<file path="config.mk">
export PLATFORM = sky130hd
export DESIGN_NAME = ro_puf_sequencer_flat
export DESIGN_NICKNAME = d
export VERILOG_FILES = /design/src/rtl/ro_puf_pkg.sv /design/src/rtl/ro_puf_sequencer_if.sv /design/src/rtl/ro_puf_timer.sv /design/src/rtl/ro_puf_sequencer.sv /design/src/flat_wrapper.sv
export SDC_FILE = /design/constraint.sdc
export NUM_CORES = 1
export LEC_CHECK = 0
export BUFFER_PORTS_ARGS = -buffer_cell sky130_fd_sc_hd__clkbuf_2
export CORE_UTILIZATION = 59
export CTS_CLUSTER_DIAMETER = 50
export DETAILED_ROUTE_END_ITERATION = 6
export GPL_TIMING_DRIVEN = 1
export PLACE_DENSITY = 0.85
export SETUP_SLACK_MARGIN = 0.5
export SLEW_MARGIN = 5
export SYNTH_ARGS = -nofsm -noshare
export SYNTH_HDL_FRONTEND = slang
export SYNTH_SLANG_ARGS = --single-unit
</file>
<file path="constraint.sdc">
create_clock -name clock -period 5.25 [get_ports clock]
set_input_delay 1.3125 -clock clock [delete_from_list [all_inputs] [get_ports clock]]
set_output_delay 1.3125 -clock clock [all_outputs]
set_load 0.005 [all_outputs]
</file>
<file path="src/rtl/ro_puf_pkg.sv">
// Shared types and constants for the ring-oscillator PUF sequencer.
package ro_puf_pkg;

  localparam int unsigned COUNT_W = 12;
  localparam int unsigned SEL_W   = 4;
  localparam int unsigned NUM_RO  = 16;

  localparam int unsigned DEF_NBITS  = 16;
  localparam int unsigned DEF_WINDOW = 4095;
  localparam int unsigned DEF_SETTLE = 4;
  localparam int unsigned DEF_OFFSET = 1;

  typedef enum logic [2:0] {
    ST_IDLE,
    ST_CLEAR,
    ST_MEASURE,
    ST_HOLD,
    ST_COMPARE,
    ST_FINISH
  } state_t;

  // Partner RO index; the 4-bit add wraps naturally modulo NUM_RO.
  function automatic logic [SEL_W-1:0] pair_sel(input logic [SEL_W-1:0] k,
                                                input int unsigned       off);
    return k + off[SEL_W-1:0];
  endfunction

endpackage

</file>
<file path="src/rtl/ro_puf_sequencer_if.sv">
// Request/RO-mux/response bundle between the PUF sequencer and its environment.
interface ro_puf_sequencer_if;
  import ro_puf_pkg::*;

  logic               start;
  logic [COUNT_W-1:0] count1;
  logic [COUNT_W-1:0] count2;
  logic [SEL_W-1:0]   select1;
  logic [SEL_W-1:0]   select2;
  logic               ro_enable;
  logic               cnt_clear;
  logic               busy;
  logic               done;
  logic [NUM_RO-1:0]  response;

  modport master (
    output start, count1, count2,
    input  select1, select2, ro_enable, cnt_clear, busy, done, response
  );

  modport slave (
    input  start, count1, count2,
    output select1, select2, ro_enable, cnt_clear, busy, done, response
  );

endinterface

</file>
<file path="src/rtl/ro_puf_timer.sv">
// Loadable 12-bit down-counter with zero flag; reused for settle and window intervals.
module ro_puf_timer
  import ro_puf_pkg::*;
(
  input  logic               clock,
  input  logic               reset_n,
  input  logic               i_load,
  input  logic [COUNT_W-1:0] i_value,
  output logic               o_zero
);

  logic [COUNT_W-1:0] r_cnt;

  always_ff @(posedge clock or negedge reset_n) begin
    if (!reset_n) begin
      r_cnt <= '0;
    end else if (i_load) begin
      r_cnt <= i_value;
    end else if (r_cnt != '0) begin
      r_cnt <= r_cnt - 1'b1;
    end
  end

  assign o_zero = (r_cnt == '0);

endmodule

</file>
<file path="src/rtl/ro_puf_sequencer.sv">
// Sequences per-bit RO pair measurements (clear, measure, hold, compare) into a PUF response.
module ro_puf_sequencer
  import ro_puf_pkg::*;
#(
  parameter int unsigned NBITS  = DEF_NBITS,
  parameter int unsigned WINDOW = DEF_WINDOW,
  parameter int unsigned SETTLE = DEF_SETTLE,
  parameter int unsigned OFFSET = DEF_OFFSET
) (
  input  logic               clock,
  input  logic               reset_n,
  ro_puf_sequencer_if.slave  bus
);

  // Timer is loaded with N-1 so that the phase spans exactly N cycles.
  localparam logic [COUNT_W-1:0] SETTLE_M1 = COUNT_W'(SETTLE - 1);
  localparam logic [COUNT_W-1:0] WINDOW_M1 = COUNT_W'(WINDOW - 1);
  localparam logic [SEL_W-1:0]   LAST_K    = SEL_W'(NBITS - 1);

  state_t             r_state;
  logic [SEL_W-1:0]   r_k;
  logic [SEL_W-1:0]   r_sel1;
  logic [SEL_W-1:0]   r_sel2;
  logic               r_en;
  logic               r_clr;
  logic               r_busy;
  logic               r_done;
  logic [NUM_RO-1:0]  r_resp;

  logic               w_load;
  logic [COUNT_W-1:0] w_load_val;
  logic               w_zero;
  logic [SEL_W-1:0]   w_k_next;

  assign w_k_next = r_k + 1'b1;

  ro_puf_timer u_timer (
    .clock   (clock),
    .reset_n (reset_n),
    .i_load  (w_load),
    .i_value (w_load_val),
    .o_zero  (w_zero)
  );

  // Timer loads coincide with every transition into a timed phase.
  always_comb begin
    w_load     = 1'b0;
    w_load_val = '0;
    unique case (r_state)
      ST_IDLE: begin
        if (bus.start) begin
          w_load     = 1'b1;
          w_load_val = SETTLE_M1;
        end
      end
      ST_CLEAR: begin
        if (w_zero) begin
          w_load     = 1'b1;
          w_load_val = WINDOW_M1;
        end
      end
      ST_MEASURE: begin
        if (w_zero) begin
          w_load     = 1'b1;
          w_load_val = SETTLE_M1;
        end
      end
      ST_COMPARE: begin
        if (r_k != LAST_K) begin
          w_load     = 1'b1;
          w_load_val = SETTLE_M1;
        end
      end
      default: ;
    endcase
  end

  always_ff @(posedge clock or negedge reset_n) begin
    if (!reset_n) begin
      r_state <= ST_IDLE;
      r_k     <= '0;
      r_sel1  <= '0;
      r_sel2  <= '0;
      r_en    <= 1'b0;
      r_clr   <= 1'b1;
      r_busy  <= 1'b0;
      r_done  <= 1'b0;
      r_resp  <= '0;
    end else begin
      r_done <= 1'b0;
      unique case (r_state)
        ST_IDLE: begin
          if (bus.start) begin
            r_state <= ST_CLEAR;
            r_k     <= '0;
            r_resp  <= '0;
            r_busy  <= 1'b1;
            r_clr   <= 1'b1;
            r_en    <= 1'b0;
            r_sel1  <= '0;
            r_sel2  <= pair_sel('0, OFFSET);
          end
        end
        ST_CLEAR: begin
          if (w_zero) begin
            r_state <= ST_MEASURE;
            r_clr   <= 1'b0;
            r_en    <= 1'b1;
          end
        end
        ST_MEASURE: begin
          if (w_zero) begin
            r_state <= ST_HOLD;
            r_en    <= 1'b0;
          end
        end
        ST_HOLD: begin
          if (w_zero) begin
            r_state <= ST_COMPARE;
          end
        end
        ST_COMPARE: begin
          r_resp[r_k] <= (bus.count1 >= bus.count2);
          r_clr       <= 1'b1;
          if (r_k == LAST_K) begin
            r_state <= ST_FINISH;
            r_done  <= 1'b1;
          end else begin
            r_state <= ST_CLEAR;
            r_k     <= w_k_next;
            r_sel1  <= w_k_next;
            r_sel2  <= pair_sel(w_k_next, OFFSET);
          end
        end
        ST_FINISH: begin
          r_state <= ST_IDLE;
          r_busy  <= 1'b0;
        end
        default: begin
          r_state <= ST_IDLE;
        end
      endcase
    end
  end

  assign bus.select1   = r_sel1;
  assign bus.select2   = r_sel2;
  assign bus.ro_enable = r_en;
  assign bus.cnt_clear = r_clr;
  assign bus.busy      = r_busy;
  assign bus.done      = r_done;
  assign bus.response  = r_resp;

endmodule

</file>
<file path="src/flat_wrapper.sv">
// flat-port wrapper written by rule: the top's interface ports become plain ports
module ro_puf_sequencer_flat import ro_puf_pkg::*;
#(
  parameter int unsigned NBITS  = DEF_NBITS,
  parameter int unsigned WINDOW = DEF_WINDOW,
  parameter int unsigned SETTLE = DEF_SETTLE,
  parameter int unsigned OFFSET = DEF_OFFSET
)
  (clock, reset_n, bus_start, bus_count1, bus_count2, bus_select1, bus_select2, bus_ro_enable, bus_cnt_clear, bus_busy, bus_done, bus_response);
  ro_puf_sequencer_if bus_i ();
  input  logic clock;
  input  logic reset_n;
  input wire logic [$bits(bus_i.start)-1:0] bus_start;
  input wire logic [$bits(bus_i.count1)-1:0] bus_count1;
  input wire logic [$bits(bus_i.count2)-1:0] bus_count2;
  output wire logic [$bits(bus_i.select1)-1:0] bus_select1;
  output wire logic [$bits(bus_i.select2)-1:0] bus_select2;
  output wire logic [$bits(bus_i.ro_enable)-1:0] bus_ro_enable;
  output wire logic [$bits(bus_i.cnt_clear)-1:0] bus_cnt_clear;
  output wire logic [$bits(bus_i.busy)-1:0] bus_busy;
  output wire logic [$bits(bus_i.done)-1:0] bus_done;
  output wire logic [$bits(bus_i.response)-1:0] bus_response;
  assign bus_i.start = bus_start;
  assign bus_i.count1 = bus_count1;
  assign bus_i.count2 = bus_count2;
  assign bus_select1 = bus_i.select1;
  assign bus_select2 = bus_i.select2;
  assign bus_ro_enable = bus_i.ro_enable;
  assign bus_cnt_clear = bus_i.cnt_clear;
  assign bus_busy = bus_i.busy;
  assign bus_done = bus_i.done;
  assign bus_response = bus_i.response;
  ro_puf_sequencer #(.NBITS(NBITS), .WINDOW(WINDOW), .SETTLE(SETTLE), .OFFSET(OFFSET)) u_core (.clock(clock), .reset_n(reset_n), .bus(bus_i));
endmodule
</file>
==> results.py <==
metrics = {
    "run_status": {
        "status": "completed",
    },
    "critical_path": {
        "startpoint_type": "primary input",
        "slowest_delay_ns": 0.58,
        "worstPathArrival_ns": 3.03,
        "critical_path.max_fanout": 16,
        "ff2ff_setup_slack_ns": 3.02,
        "worstPathRequired_ns": 5.41,
        "r2r-end": "u_core.u_timer.r_cnt[2]",
        "critPathSlowestCell": "a211oi_4",
        "crit_start": "bus_count1[0]",
        "crit_chain": "clkbuf_2 -> inv_1 -> ha_1 -> nand2b_1 -> a2111o_1 -> a211oi_4 -> o21ai_0",
        "reg2reg_from": "u_core.r_k[0]",
        "crit_path_end_kind": "flip-flop",
        "r2r_cells": 5,
        "crit_type": "primary input to flip-flop",
    },
    "timing": {
        "max_slew_margin": 0.306,
        "timing.fmax_ghz": 0.348,
        "finalSetupViolations": 0,
        "final.min_clock_period_ns": 2.87,
        "whs_ns": 0.476,
        "finalHoldViolCount": 0,
        "min_period_over_period": 0.547,
        "slew_violations": 0,
        "finClkSkew_ns": 0.00669,
        "fin_setup_tns_ns": 0,
        "worst_pin_slew_ns": 1.04,
        "rsz0062_at_grt": "false",
    },
    "pwr": {
        "swShare": 0.245,
        "power_w": 0.000644,
        "p_clk_frac": 0.363,
        "p_comb_frac": 0.102,
        "power.density_mw_per_mm2": 217,
        "p_leak_nw": 1.41,
        "ir_drop_mv": 0.102,
        "internal_power_w": 0.000486,
        "p_sw_w": 0.000158,
        "pwr-share-seq": 0.534,
    },
    "logic_synthesis": {
        "syn_area_mm2": 0.00260,
        "netlist_instances": 273,
        "yosysMostFrequentCell": "dfrtp_1",
        "netlist.area_leader.share": 0.404,
        "synth_area_leaders": "dfrtp_1, ha_1, o21ai_0",
        "yosysWarnings": 0,
        "synth_seq_cells": 43,
        "synthTopCellsByCount": "dfrtp_1, o21ai_0, nand3_1, inv_1, nand2_1",
        "synth_top_area_cell": "dfrtp_1",
        "synth-async-reset-ratio": 1.00,
        "ys_types": 50,
        "synth_nets": 319,
        "synth_seq_area_share": 0.414,
        "synth_edf_count": 0,
        "synth_area_per_cell_um2": 9.52,
        "ys.flop_type": "dfrtp_1",
    },
    "route": {
        "drc": 0,
        "drt_first_iter_violations": 194,
        "viasPerCell": 5.98,
        "postRouteAntennaNets": 0,
        "dr_total_vias": 2224,
        "wl_per_cell_um": 15.1,
        "dr.pass1.iters": 5,
        "drt-total-wl_mm": 5.61,
    },
    "finish": {
        "n_fill_cell": 327,
        "diodes": 0,
        "multi_input_area_mm2": 0.00138,
        "layout-drive-gt1-share": 0.224,
        "regArea_mm2": 0.00108,
        "area_growth_syn_to_layout_pct": 13.9,
        "fin_nets": 367,
    },
    "global_route": {
        "grt_start_max_net_pins": 44,
        "busiest_layer": "met2",
        "grt_usage": 0.267,
        "grt_antenna_before_repair": 0,
        "grt_use_met3": 0.0650,
        "gr-total-overflow": 0,
        "grt_pass1_wl_mm": 9.22,
        "grt_use_met2": 0.447,
        "grt_pass1_vias": 2043,
        "grt_use_met1": 0.329,
    },
    "placement": {
        "gp_congestion": 0.823,
        "place_hpwl_mm": 3.94,
        "io_buffer_count": 54,
    },
    "clock_tree": {
        "clock-sinks": 43,
        "cts-root-buf": "clkbuf_8",
        "path_clk_slew_ns": 0.08,
        "cts_max_level": 2,
        "cts_tree": "built",
        "cts_hold_buf": 0,
        "clk_latency_ns": 0.30,
        "cts-buffers-inserted": 5,
        "post_cts.repair.setup_buffers": 0,
        "post_cts_resized": 0,
        "clk_path_buf_depth": 2,
    },
    "floorplanning": {
        "design.die.area_mm2": 0.00468,
        "die_h_um": 68.4,
        "core_area_mm2": 0.00412,
        "num_rows": 23,
        "io_pins": 55,
        "initial_core_util": 0.632,
        "die-width_um": 68.4,
    },
    "run": {
        "cap_violations": 0,
    },
    "hold_path": {
        "hold_end": "u_core.bus.select2[2]",
        "hp-class": "flip-flop to flip-flop",
        "whs_path_depth": 2,
        "min-delay-start": "u_core.bus.select2[2]",
    },
}
[metal layers]
layer	vias up	wire length, um
met1	1049	2410
met2	86	2750
met3	9	361
met4	0	98
met5	-	0
li1	1080	-
[placed cells by master (no fill, tap or decap), types with 2 or more instances in the layout]
cell type and n:
and3_1 2, clkbuf_8 7, a21o_1 2, and2_1 4, nand2_1 20, o211ai_1 9, a21oi_1 7, o21ai_0 29
nor2_1 12, dfrtp_1 42, nand2b_1 4, a2111o_1 2, nand4_1 6, o311ai_0 3, o31ai_1 10, nor3b_1 2
and4bb_2 2, clkbuf_2 54, nand3_1 21, xnor2_1 6, nor2b_1 4, o211a_1 3, or3_1 3, ha_1 19
inv_1 20, xor2_1 6
[how the worst max path moves through the flow]
stage / endpoint / slack (ns) / cells after the start
floorplan: u_core.bus.response[0] / 2.39 / 7
detailed placement: u_core.bus.response[6] / 2.07 / 7
finish: u_core.bus.response[6] / 2.38 / 7
CTS: u_core.bus.response[6] / 2.38 / 7
global placement: u_core.bus.response[0] / 2.14 / 7
global route: u_core.bus.response[4] / 2.27 / 7
[critical path: cells and delay by family]
kind            cells  cell delay (ns)
compound gates      3             1.22
fa+ha+maj           1             0.25
buf+inv             2             0.11
simple gates        1             0.14
[cell type report]
class / instances / area share
multi-input cells: 197 / 0.465
clock buffers: 8 / 0.0338
repair buffers: 54 / 0.0913
inverters: 20 / 0.0253
flip-flops and latches: 43 / 0.364
well taps: 50 / 0.0211
[state kept, by name, summed over array words and instances, names as in the netlist]
| register | cells |
|---|---|
| u_core.bus.select2 | 4 |
| u_core.r_state | 3 |
| u_core.u_timer.r_cnt | 12 |
| u_core.bus.cnt_clear | 1 |
| u_core.bus.busy | 1 |
| u_core.r_k | 4 |
| u_core.bus.ro_enable | 1 |
| u_core.bus.done | 1 |
| u_core.bus.response | 16 |
[metrics by stage]
stage,instance area (um^2),std cells,util,worst slack [ns]
detailed placement,2860,364,0.695,2.07
floorplan,2600,273,-,2.39
CTS,2960,372,0.720,2.38
global placement,2860,364,0.695,2.14
finish,2960,372,0.720,2.38
global route,2960,372,0.720,2.27
[power by group through the flow]
stage / registers, W / clock network, W / logic [W]
2_1_floorplan: 0.000350 / 0 / 0.0000344
3_3_place_gp: 0.000351 / 0 / 0.0000634
3_5_place_dp: 0.000350 / 0 / 0.0000671
4_1_cts: 0.000344 / 0.000236 / 0.0000672
5_1_grt: 0.000345 / 0.000249 / 0.0000761
6_report: 0.000344 / 0.000234 / 0.0000659
[cell families (layout without fill, tap and decap cells)]
group,Yosys count,in the layout,share of synthesized area
compound gates,75,75,0.196
xor+xnor,12,12,0.0404
fa+ha+maj,19,19,0.0914
buf+inv,33,82,0.0563
flops,43,43,0.414
mux,1,1,0.00385
simple gates,90,90,0.198
(Power assumes the default switching activity.)
